<file path="src/rtl/fp32_add_seq.sv">
// rtl/fp32_add_seq.sv - multi-cycle IEEE-754 binary32 adder with valid/ready handshakes
//
// Purpose: computes input_01 + input_02 over a fixed six-state pipeline
//   (UNPACK, ALIGN, ADD, NORM, ROUND, DONE), one operation in flight.
//   Subnormal operands are flushed to signed zero. Rounding is round-to-nearest-even.
//   Optional macro FP_SUB_OP_EN adds the sub_op input (result = input_01 - input_02).
//   Parameter LAT_CHECK=1 enables an assertion that out_valid appears 5 cycles
//   after acceptance.
//
// Ports:
//   clk        in   1   rising-edge clock
//   rst_n      in   1   asynchronous active-low reset
//   in_valid   in   1   operands valid
//   in_ready   out  1   idle, operands accepted on in_valid && in_ready
//   input_01   in   32  operand A (binary32)
//   input_02   in   32  operand B (binary32)
//   sub_op     in   1   (FP_SUB_OP_EN only) subtract B instead of adding it
//   out_valid  out  1   result valid, held until out_ready
//   out_ready  in   1   downstream accepts result
//   result_add out  32  A+B (or A-B), binary32
//   flags      out  3   {invalid, overflow, underflow}, valid with out_valid
module fp32_add_seq #(
  parameter int LAT_CHECK = 0
) (
  input  logic        clk,
  input  logic        rst_n,
  input  logic        in_valid,
  output logic        in_ready,
  input  logic [31:0] input_01,
  input  logic [31:0] input_02,
`ifdef FP_SUB_OP_EN
  input  logic        sub_op,
`endif
  output logic        out_valid,
  input  logic        out_ready,
  output logic [31:0] result_add,
  output logic [2:0]  flags
);

  typedef enum logic [2:0] {
    S_IDLE, S_UNPACK, S_ALIGN, S_ADD, S_NORM, S_ROUND, S_DONE
  } state_e;

  state_e state_q, state_d;

  logic [31:0]       opa_q, opa_d, opb_q, opb_d;
  logic              spec_q, spec_d;
  logic [31:0]       spec_res_q, spec_res_d;
  logic [2:0]        spec_flg_q, spec_flg_d;
  logic              sa_q, sa_d, sb_q, sb_d;
  logic [7:0]        ea_q, ea_d, eb_q, eb_d;
  logic [23:0]       ma_q, ma_d, mb_q, mb_d;
  logic              sign_q, sign_d;
  logic              eff_sub_q, eff_sub_d;
  logic signed [9:0] exp_q, exp_d;
  logic [26:0]       mbig_q, mbig_d, msml_q, msml_d;
  logic [27:0]       sum_q, sum_d;
  logic [26:0]       norm_q, norm_d;
  logic              zero_q, zero_d;
  logic [31:0]       res_q, res_d;
  logic [2:0]        flg_q, flg_d;

  // Leading-zero count of a 27-bit value; 27 when the value is zero.
  function automatic logic [4:0] lzc27(input logic [26:0] v);
    lzc27 = 5'd27;
    for (int i = 0; i < 27; i++) begin
      if (v[i]) lzc27 = 5'(26 - i);
    end
  endfunction

  // ---------------- UNPACK decode of the latched operands ----------------
  logic ua_zero, ub_zero, ua_nan, ub_nan, ua_inf, ub_inf;
  assign ua_zero = (opa_q[30:23] == 8'd0);
  assign ub_zero = (opb_q[30:23] == 8'd0);
  assign ua_nan  = (opa_q[30:23] == 8'hFF) && (opa_q[22:0] != 23'd0);
  assign ub_nan  = (opb_q[30:23] == 8'hFF) && (opb_q[22:0] != 23'd0);
  assign ua_inf  = (opa_q[30:23] == 8'hFF) && (opa_q[22:0] == 23'd0);
  assign ub_inf  = (opb_q[30:23] == 8'hFF) && (opb_q[22:0] == 23'd0);

  // ---------------- ALIGN: order by magnitude, shift the smaller ----------------
  logic        swap, s_big, s_sml;
  logic [7:0]  e_big, e_sml, e_diff;
  logic [23:0] m_big24, m_sml24;
  logic [26:0] sml_ext, sml_shr, lost_mask, sml_aligned;
  logic        sml_sticky;

  assign swap    = {eb_q, mb_q} > {ea_q, ma_q};
  assign s_big   = swap ? sb_q : sa_q;
  assign s_sml   = swap ? sa_q : sb_q;
  assign e_big   = swap ? eb_q : ea_q;
  assign e_sml   = swap ? ea_q : eb_q;
  assign m_big24 = swap ? mb_q : ma_q;
  assign m_sml24 = swap ? ma_q : mb_q;
  assign e_diff  = e_big - e_sml;

  // Three extra low bits hold guard, round and sticky.
  assign sml_ext    = {m_sml24, 3'b000};
  assign sml_shr    = sml_ext >> e_diff;
  assign lost_mask  = ~({27{1'b1}} << e_diff);
  assign sml_sticky = |(sml_ext & lost_mask);
  // Beyond 26 positions every bit falls below sticky.
  assign sml_aligned = (e_diff >= 8'd27) ? {26'd0, |m_sml24}
                                         : {sml_shr[26:1], sml_shr[0] | sml_sticky};

  // ---------------- NORM helpers ----------------
  logic [4:0]  lz;
  logic [26:0] sum_shl;
  assign lz      = lzc27(sum_q[26:0]);
  assign sum_shl = sum_q[26:0] << lz;

  // ---------------- ROUND helpers ----------------
  logic              round_up;
  logic [24:0]       mant_r;
  logic signed [9:0] exp_r;
  logic [22:0]       frac_r;
  assign round_up = norm_q[2] & (norm_q[1] | norm_q[0] | norm_q[3]);
  assign mant_r   = {1'b0, norm_q[26:3]} + {24'd0, round_up};
  assign exp_r    = mant_r[24] ? (exp_q + 10'sd1) : exp_q;
  assign frac_r   = mant_r[24] ? mant_r[23:1] : mant_r[22:0];

  assign in_ready   = (state_q == S_IDLE);
  assign out_valid  = (state_q == S_DONE);
  assign result_add = res_q;
  assign flags      = flg_q;

  always_comb begin
    state_d    = state_q;
    opa_d      = opa_q;
    opb_d      = opb_q;
    spec_d     = spec_q;
    spec_res_d = spec_res_q;
    spec_flg_d = spec_flg_q;
    sa_d       = sa_q;
    sb_d       = sb_q;
    ea_d       = ea_q;
    eb_d       = eb_q;
    ma_d       = ma_q;
    mb_d       = mb_q;
    sign_d     = sign_q;
    eff_sub_d  = eff_sub_q;
    exp_d      = exp_q;
    mbig_d     = mbig_q;
    msml_d     = msml_q;
    sum_d      = sum_q;
    norm_d     = norm_q;
    zero_d     = zero_q;
    res_d      = res_q;
    flg_d      = flg_q;

    case (state_q)
      S_IDLE: begin
        if (in_valid) begin
          opa_d = input_01;
`ifdef FP_SUB_OP_EN
          opb_d = {input_02[31] ^ sub_op, input_02[30:0]};
`else
          opb_d = input_02;
`endif
          state_d = S_UNPACK;
        end
      end

      S_UNPACK: begin
        sa_d = opa_q[31];
        sb_d = opb_q[31];
        ea_d = opa_q[30:23];
        eb_d = opb_q[30:23];
        ma_d = ua_zero ? 24'd0 : {1'b1, opa_q[22:0]};
        mb_d = ub_zero ? 24'd0 : {1'b1, opb_q[22:0]};
        spec_d     = 1'b1;
        spec_flg_d = 3'b000;
        spec_res_d = 32'd0;
        if (ua_nan || ub_nan || (ua_inf && ub_inf && (opa_q[31] != opb_q[31]))) begin
          spec_res_d = 32'h7FC0_0000;
          spec_flg_d = 3'b100;
        end else if (ua_inf) begin
          spec_res_d = {opa_q[31], 8'hFF, 23'd0};
        end else if (ub_inf) begin
          spec_res_d = {opb_q[31], 8'hFF, 23'd0};
        end else if (ua_zero && ub_zero) begin
          // Only (-0)+(-0) keeps the negative sign.
          spec_res_d = {opa_q[31] & opb_q[31], 31'd0};
        end else begin
          spec_d = 1'b0;
        end
        state_d = S_ALIGN;
      end

      S_ALIGN: begin
        sign_d    = s_big;
        eff_sub_d = s_big ^ s_sml;
        exp_d     = $signed({2'b00, e_big});
        mbig_d    = {m_big24, 3'b000};
        msml_d    = sml_aligned;
        state_d   = S_ADD;
      end

      S_ADD: begin
        sum_d   = eff_sub_q ? ({1'b0, mbig_q} - {1'b0, msml_q})
                            : ({1'b0, mbig_q} + {1'b0, msml_q});
        state_d = S_NORM;
      end

      S_NORM: begin
        zero_d = (sum_q == 28'd0);
        if (sum_q[27]) begin
          norm_d = {sum_q[27:2], sum_q[1] | sum_q[0]};
          exp_d  = exp_q + 10'sd1;
        end else begin
          norm_d = sum_shl;
          exp_d  = exp_q - $signed({5'd0, lz});
        end
        state_d = S_ROUND;
      end

      S_ROUND: begin
        if (spec_q) begin
          res_d = spec_res_q;
          flg_d = spec_flg_q;
        end else if (zero_q) begin
          // Exact cancellation always yields +0.
          res_d = 32'd0;
          flg_d = 3'b000;
        end else if (exp_r >= 10'sd255) begin
          res_d = {sign_q, 8'hFF, 23'd0};
          flg_d = 3'b010;
        end else if (exp_r <= 10'sd0) begin
          res_d = {sign_q, 31'd0};
          flg_d = 3'b001;
        end else begin
          res_d = {sign_q, exp_r[7:0], frac_r};
          flg_d = 3'b000;
        end
        state_d = S_DONE;
      end

      S_DONE: begin
        if (out_ready) state_d = S_IDLE;
      end

      default: state_d = S_IDLE;
    endcase
  end

  always_ff @(posedge clk or negedge rst_n) begin
    if (!rst_n) begin
      state_q    <= S_IDLE;
      opa_q      <= 32'd0;
      opb_q      <= 32'd0;
      spec_q     <= 1'b0;
      spec_res_q <= 32'd0;
      spec_flg_q <= 3'd0;
      sa_q       <= 1'b0;
      sb_q       <= 1'b0;
      ea_q       <= 8'd0;
      eb_q       <= 8'd0;
      ma_q       <= 24'd0;
      mb_q       <= 24'd0;
      sign_q     <= 1'b0;
      eff_sub_q  <= 1'b0;
      exp_q      <= 10'sd0;
      mbig_q     <= 27'd0;
      msml_q     <= 27'd0;
      sum_q      <= 28'd0;
      norm_q     <= 27'd0;
      zero_q     <= 1'b0;
      res_q      <= 32'd0;
      flg_q      <= 3'd0;
    end else begin
      state_q    <= state_d;
      opa_q      <= opa_d;
      opb_q      <= opb_d;
      spec_q     <= spec_d;
      spec_res_q <= spec_res_d;
      spec_flg_q <= spec_flg_d;
      sa_q       <= sa_d;
      sb_q       <= sb_d;
      ea_q       <= ea_d;
      eb_q       <= eb_d;
      ma_q       <= ma_d;
      mb_q       <= mb_d;
      sign_q     <= sign_d;
      eff_sub_q  <= eff_sub_d;
      exp_q      <= exp_d;
      mbig_q     <= mbig_d;
      msml_q     <= msml_d;
      sum_q      <= sum_d;
      norm_q     <= norm_d;
      zero_q     <= zero_d;
      res_q      <= res_d;
      flg_q      <= flg_d;
    end
  end

  generate
    if (LAT_CHECK != 0) begin : g_lat_check
      logic       busy_q;
      logic [2:0] cnt_q;

      // Counts edges since acceptance, saturating while the result waits.
      always_ff @(posedge clk or negedge rst_n) begin
        if (!rst_n) begin
          busy_q <= 1'b0;
          cnt_q  <= 3'd0;
        end else if (in_valid && in_ready) begin
          busy_q <= 1'b1;
          cnt_q  <= 3'd0;
        end else if (out_valid && out_ready) begin
          busy_q <= 1'b0;
        end else if (busy_q && (cnt_q != 3'd7)) begin
          cnt_q <= cnt_q + 3'd1;
        end
      end

      always_ff @(posedge clk) begin
        if (rst_n && busy_q) begin
          assert (out_valid == (cnt_q >= 3'd5));
        end
      end
    end
  endgenerate

endmodule

</file>
<file path="config.mk">
export PLATFORM = sky130hd
export DESIGN_NAME = fp32_add_seq
export DESIGN_NICKNAME = d
export VERILOG_FILES = /design/src/rtl/fp32_add_seq.sv
export SDC_FILE = /design/constraint.sdc
export NUM_CORES = 1
export LEC_CHECK = 0
export ABC_AREA = 1
export CAP_MARGIN = 20
export CORE_ASPECT_RATIO = 0.8
export CORE_MARGIN = 2
export CORE_UTILIZATION = 50
export CTS_BUF_LIST = sky130_fd_sc_hd__clkbuf_4 sky130_fd_sc_hd__clkbuf_8 sky130_fd_sc_hd__clkbuf_16
export DETAILED_ROUTE_END_ITERATION = 10
export GPL_TIMING_DRIVEN = 0
export PLACE_DENSITY_LB_ADDON = 0.05
export SETUP_SLACK_MARGIN = 0.4
export SLEW_MARGIN = 5
export SYNTH_ARGS = -nofsm -noshare
export SYNTH_HDL_FRONTEND = slang
export SYNTH_SLANG_ARGS = --single-unit
</file>
<file path="constraint.sdc">
create_clock -name clk -period 4.1 [get_ports clk]
set_clock_uncertainty 0.15 [all_clocks]
set_input_delay 1.23 -clock clk [delete_from_list [all_inputs] [get_ports clk]]
set_output_delay 1.23 -clock clk [all_outputs]
set_load 0.005 [all_outputs]
</file>
Word level (Yosys, flattened, before mapping)
Cells that the tools add are included.
{"block": "totals", "ff_bits": 323, "wordCells": 139}
{"block": "classes", "eq_ne": 11, "bitwise": 9, "magnitude_cmp": 4, "n_addsub": 6, "n_shift": 3, "mux": 62, "reduce_logical": 22}
{"operator": "$mux 32", "n": 6}
{"operator": "$mux 5", "n": 25}
{"operator": "$mux 24", "n": 4}
{"operator": "$mux 31", "n": 2}
{"operator": "$mux 27", "n": 2}
{"operator": "$logic_not 23->1", "n": 2}
{"operator": "$reduce_bool 23->1", "n": 2}
{"operator": "$gt 32x32->1", "n": 1}
{"operator": "$add 27x27->28", "n": 1}
{"operator": "$logic_not 28->1", "n": 1}
{"operator": "$mux 28", "n": 1}
{"operator": "$sub 27x27->28", "n": 1}
{"operator": "$and 27x27->27", "n": 1}
{"operator": "$not 27->27", "n": 1}
{"operator": "$reduce_or 27->1", "n": 1}
{"operator": "$shl 27x5->27", "n": 1}
{"operator": "$shl 27x8->27 const A", "n": 1}
{"operator": "$shr 27x8->27", "n": 1}
{"operator": "$add 24x1->25", "n": 1}
{"operator": "$reduce_or 24->1", "n": 1}
{"operator": "$mux 23", "n": 1}
{"operator": "$pmux 3 s7", "n": 1}
{"operator": "$mux 10", "n": 2}
{"operator": "$pmux 10 s2", "n": 1}
{"operator": "other kinds (26)", "n": 56}

Longest topological paths before layout
Gate-level depths: netlist of run 1.
{"block": "depth", "word_depth": 30, "depth_mapped": 47, "ltp_nobuf": 46}

Worst setup path before layout of run 1
OpenSTA, ideal clock, no wires.
{"block": "synth_path", "kind": "register to register", "from": "register sum_q[2]", "to": "register exp_q[9]", "path_slack_ns": 0.037, "required_ns": 3.809, "path_stages_with_launch": 33, "arrival_ns": 3.773, "path_cell_list": "dfrtp_1 inv_1 a211oi_1 o311ai_0 nand3_1 nand3_1 nand3_1 nand2_1 nand2_1 nand2_1 nand2_1 a31oi_1 clkinv_1 clkbuf_1 ha_1 a21oi_1 nor2_1 nor2_1 nor2_1 o21ai_0 inv_1 nor2_1 inv_1 nor2_1 inv_1 nor2_1 inv_1 nor2_1 inv_1 o21ai_0 nand3_1 o21ai_0 o22ai_1"}
{"block": "synth_between", "elab_chain_cells": 28}
{"element": "start, declared", "line_no": "57", "rtl": "logic [27:0] sum_q, sum_d;"}
{"element": "start signal, assigned", "line_no": "287", "rtl": "sum_q <= sum_d;"}
{"element": "$mux 5 (25 in a row)", "line_no": "67", "rtl": "if (v[i]) lzc27 = 5'(26 - i);"}
{"element": "$sub 10x6->10", "line_no": "211", "rtl": "exp_d = exp_q - $signed({5'd0, lz});"}
{"element": "$mux 10", "line_no": "206", "rtl": "if (sum_q[27]) begin"}
{"element": "$pmux 10 s2", "line_no": "150", "rtl": "case (state_q)"}
{"element": "end signal, assigned", "line_no": "284", "rtl": "exp_q <= exp_d;"}
{"element": "end, declared", "line_no": "55", "rtl": "logic signed [9:0] exp_q, exp_d;"}
Every way passes these cells.
A chain may end at the register's enable or synchronous reset.

Worst setup path in the final report of run 1
{"block": "layout_path", "from": "register eb_q[1]", "to": "register msml_q[6]"}
{"block": "layout_between", "elab_chain_cells": 5, "elab_cells_between_ends": 8, "classes_between": "add/sub (1); order compare (2); shift (1); mux (4)"}
{"element": "start, declared", "line_no": "51", "rtl": "logic [7:0] ea_q, ea_d, eb_q, eb_d;"}
{"element": "start signal, assigned", "line_no": "256", "rtl": "eb_q <= 8'd0;"}
{"element": "start signal, assigned", "line_no": "279", "rtl": "eb_q <= eb_d;"}
{"element": "$gt 32x32->1", "line_no": "87", "rtl": "assign swap = {eb_q, mb_q} > {ea_q, ma_q};"}
{"element": "$mux 8 (on tied branches)", "line_no": "90, 91"}
{"element": "$sub 8x8->8", "line_no": "94", "rtl": "assign e_diff = e_big - e_sml;"}
{"element": "$shr 27x8->27 or $ge 8x5->1 (tied branches)", "line_no": "98, 102"}
{"element": "$mux 27 *", "line_no": "102", "rtl": "assign sml_aligned = (e_diff >= 8'd27) ? {26'd0, |m_sml24}"}
{"element": "end signal, assigned", "line_no": "286", "rtl": "msml_q <= msml_d;"}
{"element": "end, declared", "line_no": "56", "rtl": "logic [26:0] mbig_q, mbig_d, msml_q, msml_d;"}
Mark *: on every way between the ends. The rest lies on a longest branch, timed or not.

==> results.md, run 1 <==
- Share of flip-flops with an asynchronous set or reset: 100%
- Violated checks: negative setup slack
- Crit path max fanout: 10
- Clk_lat worst skew: 610 ps
- Max capacitance violation total: 0
- Crit share post-route: 102%
- Crit end category: flip-flop
- Die ar.: between 0.04 and 0.05 sq mm
- Synth Net Count: around 3,000
- Crit path DAT: 4590 ps
- Reg2reg start: eb_q[1]$_DFFE_PN0N_
- Diodes inserted: 0
- 1st-iter DRT viols: 2,263
- Run status: finished, violations left
- Die span in x: 226 um
- Post-route setup slack: -101 ps
- Fmax achieved: 238 MHz
- # rows: 65
- Initial antenna violation count: 1
- Setup CP Type: flip-flop to flip-flop
- Top-area cell type share of the netlist area: between 30% and 40%
- Distinct cells, synth: 62
- Hold Crit Class: flip-flop to flip-flop
- Longest Clk Path Bufs: 3
- Critical path required time: about 4500 ps
- Final setup vio count: 8
- Routability cong.: slightly above 1
- Post-synth EDFFs: 0
- Aggregate global-route resource usage: around 36%
- CTS root buffer: clkbuf_16
- Most frequent cells in the layout: nand2_1, inv_1, dfrtp_1
- Ports: between 100 and 150
- Final net count: between 3,000 and 4,000
- Core Region: a little under 0.04 sq mm
- CTS sink count: 291
- Total CTS buffers: 31
- Tmin final: 4200 ps
- Initial core utilization: just over 50%
- Number of global-route vias before repair: between 15,000 and 20,000
- Unrepaired setup endpoints after global routing: true
- Fillers: 3,581
- Hold_sp: result_add[16]$_DFFE_PN0P_
- Slowest cell on crit path: dfrtp_1
- Crit-path max cell delay: about 460 ps
- Pre-Repair DR Iteration Count: 6
- Synth Register Bits: between 200 and 300
- Port buffer count: about 100
- Final setup TNS: -349 ps
- Die extent in y: 182 um
- Worst Setup Start Kind: flip-flop
- Routed Antenna Nets: 0
- Cell count after synthesis: around 2,800
- Largest net degree at the start of global routing: 120
- CP startpoint: eb_q[1]$_DFFE_PN0N_
- Vias: around 21,000
- Avg Inst Size Synth: 7.08 sq um
- Post-Syn Area: roughly 0.02 sq mm
- Drt total wl: 74.1 mm
- Main synth FF type: dfrtp_1
- Slew margin rel.: between 30% and 40%
- Most common cell after layout, fill and taps aside: nand2_1
- Congestion Overflow GR: 0
- Dpl ws: -758 ps
- Top cell type by total area after synthesis: dfrtp_1
- Most frequent CP cell: nand2_1
- Dominant cells by area after synthesis: dfrtp_1, nand2_1, nand3_1, inv_1, a21oi_1
- Slew at the pin closest to its max-slew limit: ~960 ps
- Area delta synth->final: 24.1%
- Seq/Total Area, Yosys: between 30% and 40%
- DR WL/cell: about 21 um
- Residual DRC: 0
- Final slew viol count: 0
- Share of cells above drive strength 1: 15.0%
- Htree depth: 1
- Hpwl dp: 56.3 mm
- Post-Place Cells: around 3,400
- First-pass GRT wire length: ~110 mm
- Fin cells: around 3,600
- Synth Warn #: 0
- Fin. Hold Viols: 0
- CTS tree: done
- Drt via density: around 6
- Clock transition at path regs: ~70 ps
==> cell usage after synthesis, types with 11 or more instances <==
library cell and instances:
nand2_1 677, inv_1 332, dfrtp_1 291, nand3_1 260, a21oi_1 226, o21ai_0 214, nor2_1 185, clkbuf_1 95
ha_1 90, o22ai_1 53, xor2_1 40, nand4_1 32, nor4_1 23, nor3_1 20, o21ai_1 20, buf_2 17
nand2_2 17, o31ai_1 15, o211ai_1 14, a22oi_1 13, a31oi_1 13, buf_1 13, o21a_1 11
==> logic make-up after synthesis <==
kind of cell / share of synthesized area (%)
and+or+nand+nor: 27.4
AOI/OAI and AO/OA: 17.7
buffers and inverters: 9.28
DFF: 36.8
adders and majority gates: 5.90
xor gates and xnor gates: 2.08
muxes: 0.823
==> registers in the layout (all words and copies together) (netlist names), 10 cells and up <==
signal and count:
opa_q 32, opb_q 32, result_add 32, sum_q 28, msml_q 27, norm_q 27, ma_q 24, mb_q 24
mbig_q 24, exp_q 10
==> through the flow <==
step	hold slack, ps	instance area, sq um	util, %
finish	329	24500	62.6
global route	347	24500	62.6
CTS	335	24000	61.3
detailed placement	320	21600	55.0
global placement	313	21500	54.9
floorplan	298	19800	-
==> layout make-up <==
cell class / count / area, sq um / share of cell area [%]
buffer: 130 / 672 / 2.74
sequential: 291 / 7290 / 29.7
multi-input combinational: 2027 / 11800 / 48.3
tap: 536 / 671 / 2.73
clock inverter: 13 / 175 / 0.714
clock buffer: 43 / 903 / 3.68
inverter: 344 / 1310 / 5.34
timing repair buffer: 168 / 1660 / 6.78
==> critical path, delay by kind of cell, from the launching register on <==
family                     cells  cell delay [ps]
AOI/OAI and AO/OA              5              670
and+or+nand+nor               21             1970
buffers and inverters          4              490
DFF                            1              460
adders and majority gates      1              350
==> worst paths after layout <==
kind | to | slack, ps | depth (start not counted)
setup / recovery | msml_q[6]$_DFFE_PN0P_ | -100 | 31
setup reg to reg | msml_q[6]$_DFFE_PN0P_ | -100 | 31
hold reg to reg | result_add[16]$_DFFE_PN0P_ | 330 | 1
hold / removal | result_add[16]$_DFFE_PN0P_ | 330 | 1
min in group asynchronous | msml_q[12]$_DFFE_PN0P_ | 390 | 1
max in group asynchronous | eb_q[5]$_DFFE_PN0N_ | 1860 | 3
==> per-layer routing <==
layer | global-route usage (%) | routed length (um)
met3 | 11.1 | 8560
met4 | 7.58 | 1530
met1 | 53.7 | 33900
met2 | 49.7 | 30100
met5 | 0 | 13
==> timing repair <==
item                       in CTS  in global routing
setup buffers                  47                 13
cloned                          2                  0
pin swaps                      65                 51
hold buffers                    0                  0
gates resized for setup       253                138
setup endpoints to repair     104                109
hold endpoints to repair        0                  0
Power of run 1 is not shown: default switching activity piles up to over one toggle a cycle in this logic, so the estimate is an artifact.
==> inputs of run 2 (changes only) <==
CORE_MARGIN = 3   (was 2)
SLEW_MARGIN = default   (was 5)
==> results.md, run 2 (synthesis results as in run 1) <==
- CTS tree: done
- Violated checks: negative setup slack
- Post-route setup slack: -112 ps
- Final setup vio count: 5
- Unrepaired setup endpoints after global routing: true
- Slew margin rel.: 25.2%
- Post-Layout Inst Area: about 0.025 sq mm
- Initial antenna violation count: 0
- 1st-iter DRT viols: about 2,400
- Diodes inserted: 0
- Crit-path max cell delay: 410 ps
- Share of cells above drive strength 1: between 10% and 20%
- Core Region: ~0.039 sq mm
- Critical path's top delay family: simple AND/OR/NAND/NOR gates
- Htree depth: 1
- Number of global-route vias before repair: ~20,000
- Tmin final: approximately 4200 ps
- Setup slack, reg-to-reg: -110 ps
- CTS sink count: ~290
- Crit share post-route: 103%
- Crit path buffers/inverters: 8
- Setup CP Type: flip-flop to flip-flop
- Longest Clk Path Bufs: 3
- R2R Path End: exp_q[9]$_DFFE_PN0P_
- Crit path max fanout: 3
- Cts hold-fix bufs: 0
- Vias: 21,400
- Die extent in y: roughly 180 um
- Hpwl dp: between 50 and 60 mm
- Critical path required time: ~4400 ps
- Routability cong.: 1.00
- Hold Crit Class: flip-flop to flip-flop
- Ports: between 100 and 150
- Port buffer count: between 100 and 150
- Final net count: ~3,200
- Aggregate global-route resource usage: 35.0%
- Residual DRC: 0
- Run status: finished, violations left
- Worst-case reg-to-reg path depth: 32
- Hold_sp: msml_q[0]$_DFFE_PN0P_
- Placed cell area: 0.0216 sq mm
- Congestion Overflow GR: 0
- # rows: between 60 and 70
- Slew at the pin closest to its max-slew limit: 1110 ps
- Routed Antenna Nets: 0
- Initial core utilization: 51.2%
- Final setup TNS: -290 ps
- Drt via density: between 5 and 6
- Most common cell after layout, fill and taps aside: nand2_1
- Met1 Usage GRT: 51.9%
- Worst Setup Start Kind: flip-flop
- Pre-Repair DR Iteration Count: 9
- Final slew viol count: 0
- CTS root buffer: clkbuf_16
- Most frequent CP cell: nor2_1
- Met3 usage: around a tenth
- Total CTS buffers: 31
- Largest net degree at the start of global routing: ~110
- Die span in x: about 230 um
- Fin. Hold Viols: 0
- Fmax achieved: 237 MHz
- Max capacitance violation total: 0
- Clock transition at path regs: 70 ps
- Worst Hold Path Cells: 2
- First-pass GRT wire length: between 100 and 150 mm
- Met2 Use GR: 50.1%
- Area delta synth->final: 28.9%
- Drt total wl: 76.3 mm
- Busiest grt layer: met1
- Hold Path End: msml_q[0]$_DFFE_PN0P_
- Clk_lat worst skew: 600 ps
- Die ar.: between 0.04 and 0.05 sq mm
- Most frequent cells in the layout: nand2_1, inv_1, dfrtp_1
- Slowest cell on crit path: dfrtp_1
- Crit end category: flip-flop
- Reg2reg start: sum_q[2]$_DFFE_PN0P_
- Crit path DAT: roughly 4500 ps
- DR WL/cell: 21.3 um
-- run 2: changes by cell type in the layout (fill, tap and decap cells not counted), moves of 11 or more --
cell and delta:
a21oi_1 -11, nand2_4 +19, nand3_1 -12, nand3_4 +16, nand2_1 -26, o21ai_2 +13, buf_4 +27
-- run 2: layout make-up --
cell class	instances	area, sq um
inverter	344	1320
multi-input combinational	2027	12400
timing repair buffer	211	2050
buffer	129	668
fill	3374	13100
clock buffer	40	862
tap	528	661
sequential	291	7290
clock inverter	16	200
-- run 2: worst min-delay path, cell delays in order (launching register included) --
cell and delay [ps]:
dfrtp_1 340, nand2_1 50, nand2_1 50
-- run 2: per-stage QoR --
step                hold WS [ps]  instances  util (%)  setup WS [ps]
detailed placement           317       3426      55.8           -843
global route                 361       3586      66.0           -399
CTS                          328       3560      62.8           61.0
finish                       334       3586      66.0           -112
global placement             314       3424      55.7         -10960
floorplan                    298       2792         -            420
-- run 2: what timing repair did --
item                                    CTS  global route
gates resized for setup                 278           270
setup buffers                            75            27
endpoints found under the setup margin   91           103
gates cloned                              3             0
pin swaps                                89           122
-- run 2: layer usage --
| layer | up-vias | part of all wire [%] |
|---|---|---|
| li1 | 9805 | - |
| met1 | 10300 | 45 |
| met2 | 1135 | 41 |
| met3 | 183 | 11 |
| met4 | 0 | 2.9 |
| met5 | - | 0 |
-- run 2: how the worst max path moves through the flow --
stage,from,cells past startpoint,slack [ps],endpoint
global route,sum_q[2]$_DFFE_PN0P_,46,-400,exp_q[9]$_DFFE_PN0P_
detailed placement,sum_q[10]$_DFFE_PN0P_,26,-840,exp_q[9]$_DFFE_PN0P_
CTS,sum_q[2]$_DFFE_PN0P_,32,60,exp_q[9]$_DFFE_PN0P_
global placement,rst_n,1,-10960,flags[1]$_DFFE_PN0P_
finish,sum_q[2]$_DFFE_PN0P_,32,-110,exp_q[9]$_DFFE_PN0P_
floorplan,sum_q[2]$_DFFE_PN0P_,46,420,exp_q[9]$_DFFE_PN0P_
Power of run 2 is left out for the same reason.
==> RTL change 1: new RTL, flow settings as in run 2 <==
Encoding of `state_e`: now one-hot (7 bits for 7 states).
--- a/src/rtl/fp32_add_seq.sv
+++ b/src/rtl/fp32_add_seq.sv
@@ -39,4 +39,4 @@
 
-  typedef enum logic [2:0] {
-    S_IDLE, S_UNPACK, S_ALIGN, S_ADD, S_NORM, S_ROUND, S_DONE
+  typedef enum logic [6:0] {
+    S_IDLE = 7'b0000001, S_UNPACK = 7'b0000010, S_ALIGN = 7'b0000100, S_ADD = 7'b0001000, S_NORM = 7'b0010000, S_ROUND = 7'b0100000, S_DONE = 7'b1000000
   } state_e;
Formal check against the unedited RTL: no difference found for any inputs over 4 cycles, from zero or initial values and one cycle with rst_n low; so few cycles prove little.
==> RTL change 1 against run 2 <==
Routed wire length fell by 4.5%; synthesized area rose by 0.85%; worst setup slack improved by 0.12 ns; sequential cell count rose by 4; first-iteration DRC count rose by 1.1%; final area fell by 1.9%.
Power is left out: the tool's default activity adds up to more than one toggle a clock period on the data nets, which glitch-free logic cannot reach.
==> RTL change 1: results (changes against run 2) <==
{| class="wikitable"
! Metric !! Value
|-
| Met1 layer usage reported by global route || 50.1% (-1.8 points)
|-
| Maximum fanout count along the critical path || 6 (+3)
|-
| Number of inverters outside the clock class in the layout || 352 (+2.3%)
|-
| Share of post-route cells with drive strength above 1 || 15.5% (-3.7 points)
|-
| Number of buffers added for setup after CTS || 33 (-56%)
|-
| Number of distinct standard cells referenced by the synthesized netlist || 60 (-3.2%)
|-
| H-tree Lvls || 2 (+1)
|-
| Iteration-0 DRC Markers || 2443 (+1.1%)
|-
| Pin count of the biggest net entering global routing || 86 (-23%)
|-
| Antenna violations before repair || 1 (+1)
|-
| Number of detailed-route iterations in the first pass || 6 (-3)
|-
| Met3 usage || 5.84% (-4.6 points)
|-
| Non-clock buffer share of cell area || 9.49% (-1.2 points)
|-
| Critical path arrival || 4.40 ns (-0.11 ns)
|-
| Transition time at the pin with the least slew margin || 0.877 ns (-0.236 ns)
|-
| Layout Nets || 3233 (+1.2%)
|-
| Leading post-synthesis cells by cell area || dfrtp_1 (37%), nand2_1 (14%), o21ai_0 (7.5%), inv_1 (6.4%), nand3_1 (6.2%)
|-
| Multi-input combinational cell count || 2086 (+2.9%)
|-
| Area taken by flip-flops and latches || 7390 µm² (+1.4%)
|-
| Part of the Yosys area used for sequential elements || 37.0% (+0.20 points)
|-
| Number of instances resized during post-cts repair || 116 (-58%)
|-
| Number of ordinary and repair buffers in the finished layout || 304 (-11%)
|-
| Total clock buffers created by CTS || 34 (+9.7%)
|-
| All-layer global routing usage || 33.5% (-1.5 points)
|-
| Sum of net half-perimeters after detailed placement || 55300 µm (-1.3%)
|-
| Run status || complete, no violations
|-
| Via count of the first global-routing pass || 20100 (-0.53%)
|-
| Net count after synthesis || 3024 (+2.4%)
|}
==> RTL change 1: changes by cell type in the layout (fill, tap and decap cells not counted), sizes merged, moves of 10 or more <==
cell | run 2 | this run
a21oi | 228 | 156
buf | 143 | 88
clkbuf | 134 | 160
mux2 | 10 | 0
nand2 | 696 | 769
nand3 | 267 | 248
o21ai | 238 | 324
==> RTL change 1: through the flow <==
stage                     setup WS [ns]  instances  util [%]  instance area, µm²
final                           0.00846       3626      64.5               25000
after floorplan                   0.411       2864         -               19900
after CTS                         0.120       3596      60.9               23600
after global placement           -11.12       3496      55.8               21600
after detailed placement         -0.921       3500      56.1               21700
after global routing             -0.227       3626      64.5               25000
==> RTL change 1: path summary, 6_finish.rpt <==
path | from | endpoint | slack (ns) | depth (start not counted)
min in group asynchronous | rst_n | msml_q[15] | 0.47 | 1
worst max register to register | ma_q[13] | msml_q[0] | 0.008 | 29
worst min-delay path | result_add[10] | result_add[10] | 0.33 | 1
worst min register to register | result_add[10] | result_add[10] | 0.33 | 1
max in group asynchronous | rst_n | mbig_q[17] | 1.76 | 4
worst max-delay path | ma_q[13] | msml_q[0] | 0.008 | 29
==> RTL change 1: per-layer routing <==
layer	vias to the layer above	routed length, µm
met4	0	1720
met5	-	0
li1	9910	-
met3	147	6950
met1	10300	32900
met2	1008	31300
==> RTL change 1: cell families (layout without fill, tap and decap cells) <==
| kind of cell | after synthesis | after routing | synth area share [%] |
|---|---|---|---|
| and+or+nand+nor | 1309 | 1311 | 27.8 |
| DFF | 295 | 295 | 37.0 |
| muxes | 3 | 3 | 0.151 |
| adders and majority gates | 92 | 92 | 5.85 |
| xor gates and xnor gates | 49 | 49 | 2.19 |
| AOI/OAI and AO/OA | 631 | 631 | 17.6 |
| buffers and inverters | 485 | 717 | 9.38 |
==> RTL change 2: new RTL, config.mk and constraints of run 2 <==
Made on the original files. The option `FP_SUB_OP_EN` is turned on by a define.
--- a/src/rtl/fp32_add_seq.sv
+++ b/src/rtl/fp32_add_seq.sv
@@ -21,2 +21,4 @@
 //   flags      out  3   {invalid, overflow, underflow}, valid with out_valid
+`define FP_SUB_OP_EN
+
 module fp32_add_seq #(
Interface: changed (added sub_op); port bits go from 105 to 106. No check against the original RTL was run, so the function may have changed too.
==> RTL change 2 against run 2 <==
Worst setup slack better by 0.14 ns; synthesized area is 0.12% lower; via count is 2.4% lower; critical path depth decreased by 4; sequential cell count did not move; synthesized cell count rose by 1.3%; final cell count rose by 0.70%; final area shrank 0.93%; routed wire length down 5.3%; first-iteration DRC count decreased by 16%; critical endpoint is now msml_q[3]; largest cell class unchanged.
Power is not shown: default switching activity piles up to over one toggle a cycle in this logic, so the estimate is an artifact.
==> RTL change 2: results (changes against run 2) <==
{| class="wikitable"
! Metric !! Value
|-
| Top post-synthesis cells by count || nand2_1 (760), inv_1 (340), o21ai_0 (301)
|-
| Crit path capture || msml_q[3]
|-
| IO buf count || 105 (+0.96%)
|-
| DR WL/cell || 20.0 µm (-6.0%)
|-
| Source of the worst register-to-register timing path || mb_q[20]
|-
| Detailed-route DRC error count || 0 (unchanged)
|-
| Min Hold Slack || 0.339 ns (+0.00571 ns)
|-
| Layout Nets || 3220 (+0.78%)
|-
| Maximum fanout count along the critical path || 6 (+3)
|-
| Mux contribution to synthesized area || 0.152% (-0.67 points)
|-
| Period utilization || 99.3% (-3.5 points)
|-
| Antenna violations before repair || 1 (+1)
|-
| Total clock buffers created by CTS || 34 (+9.7%)
|-
| Via count of the first global-routing pass || 19500 (-3.4%)
|-
| Transition time at the pin with the least slew margin || 0.902 ns (-0.211 ns)
|-
| Share of the synthesized netlist area taken by xor and xnor gates || 2.26% (+0.19 points)
|-
| H-tree Lvls || 2 (+1)
|-
| Area share of fa/ha/maj cells after synthesis || 5.91% (+0.0071 points)
|-
| Placed instance count || 3462 (+1.1%)
|-
| Worst stage delay on the critical path || 0.44 ns (+0.03 ns)
|-
| Run status || complete, no violations
|-
| Hold path depth || 2 (unchanged)
|-
| Critical path arrival || 4.40 ns (-0.11 ns)
|-
| Share of post-route cells with drive strength above 1 || 17.1% (-2.0 points)
|-
| Number of instances resized during post-cts repair || 222 (-20%)
|-
| Iteration-0 DRC Markers || 2020 (-16%)
|-
| Number of buffers added for setup after CTS || 38 (-49%)
|-
| Pin count of the biggest net entering global routing || 115 (+2.7%)
|-
| Routability cong. || 0.974 (-3.1%)
|-
| Part of the Yosys area used for sequential elements || 36.9% (+0.044 points)
|-
| Worst R2R Path Depth || 28 (-13%)
|-
| Number of distinct standard cells referenced by the synthesized netlist || 63 (+1.6%)
|-
| Global-route wire length before repair || 111000 µm (-3.8%)
|-
| All-layer global routing usage || 33.4% (-1.5 points)
|-
| Clock latency on the worst-skew pair || 0.56 ns (-0.04 ns)
|-
| Setup slack after placement || -0.703 ns (+0.140 ns)
|-
| Utilization after layout || 65.4% (-0.62 points)
|-
| Area after DPL || 21500 µm² (-0.16%)
|-
| Fraction of the mapped netlist area in compound gates || 17.5% (-0.24 points)
|-
| Net count after synthesis || 2988 (+1.2%)
|-
| Leading post-synthesis cells by cell area || dfrtp_1 (37%), nand2_1 (14%), o21ai_0 (7.6%), inv_1 (6.5%), nand3_1 (6.3%)
|-
| Final wirelength || 72300 µm (-5.3%)
|-
| Register-to-register path setup slack || 0.03 ns (+0.14 ns)
|-
| Number of detailed-route iterations in the first pass || 5 (-4)
|-
| Commonest register cell after synthesis || dfrtp_1
|}
-- RTL change 2: cell count changes after synthesis, sizes merged, moves of 6 or more --
cell and delta:
inv +7, nand4 +11, o21ai +78, o31ai -10, nor4 -6, mux2 -10
a32o +6, a21oi -69, nand2 +78, nand3 -16, nor2 -21, a31oi -6
-- RTL change 2: final cells by class --
class	instances	area [µm²]
clock inverters	16	221
repair buffers	196	1890
well taps	528	661
fillers	3426	13400
multi-input cells	2058	12200
clock buffers	44	945
inverters	353	1370
flip-flops and latches	291	7300
plain buffers	125	668
-- RTL change 2: worst reg2reg max path: cells and delay by family (launching register included) --
family,cells,cell delay (ns)
buf+inv,5,0.53
fa+ha+maj,2,0.48
simple gates,20,2.33
flops,1,0.44
compound gates,1,0.09
-- RTL change 2: routing by layer --
metal	part of all wire [%]	vias up	wire length (µm)	global-route usage (%)
met3	9.5	118	6840	7.17
met2	42	894	30500	49.4
met1	46	10100	33300	50.3
met5	0.018	-	13	0
met4	2.2	2	1570	7.45
li1	-	9817	-	-
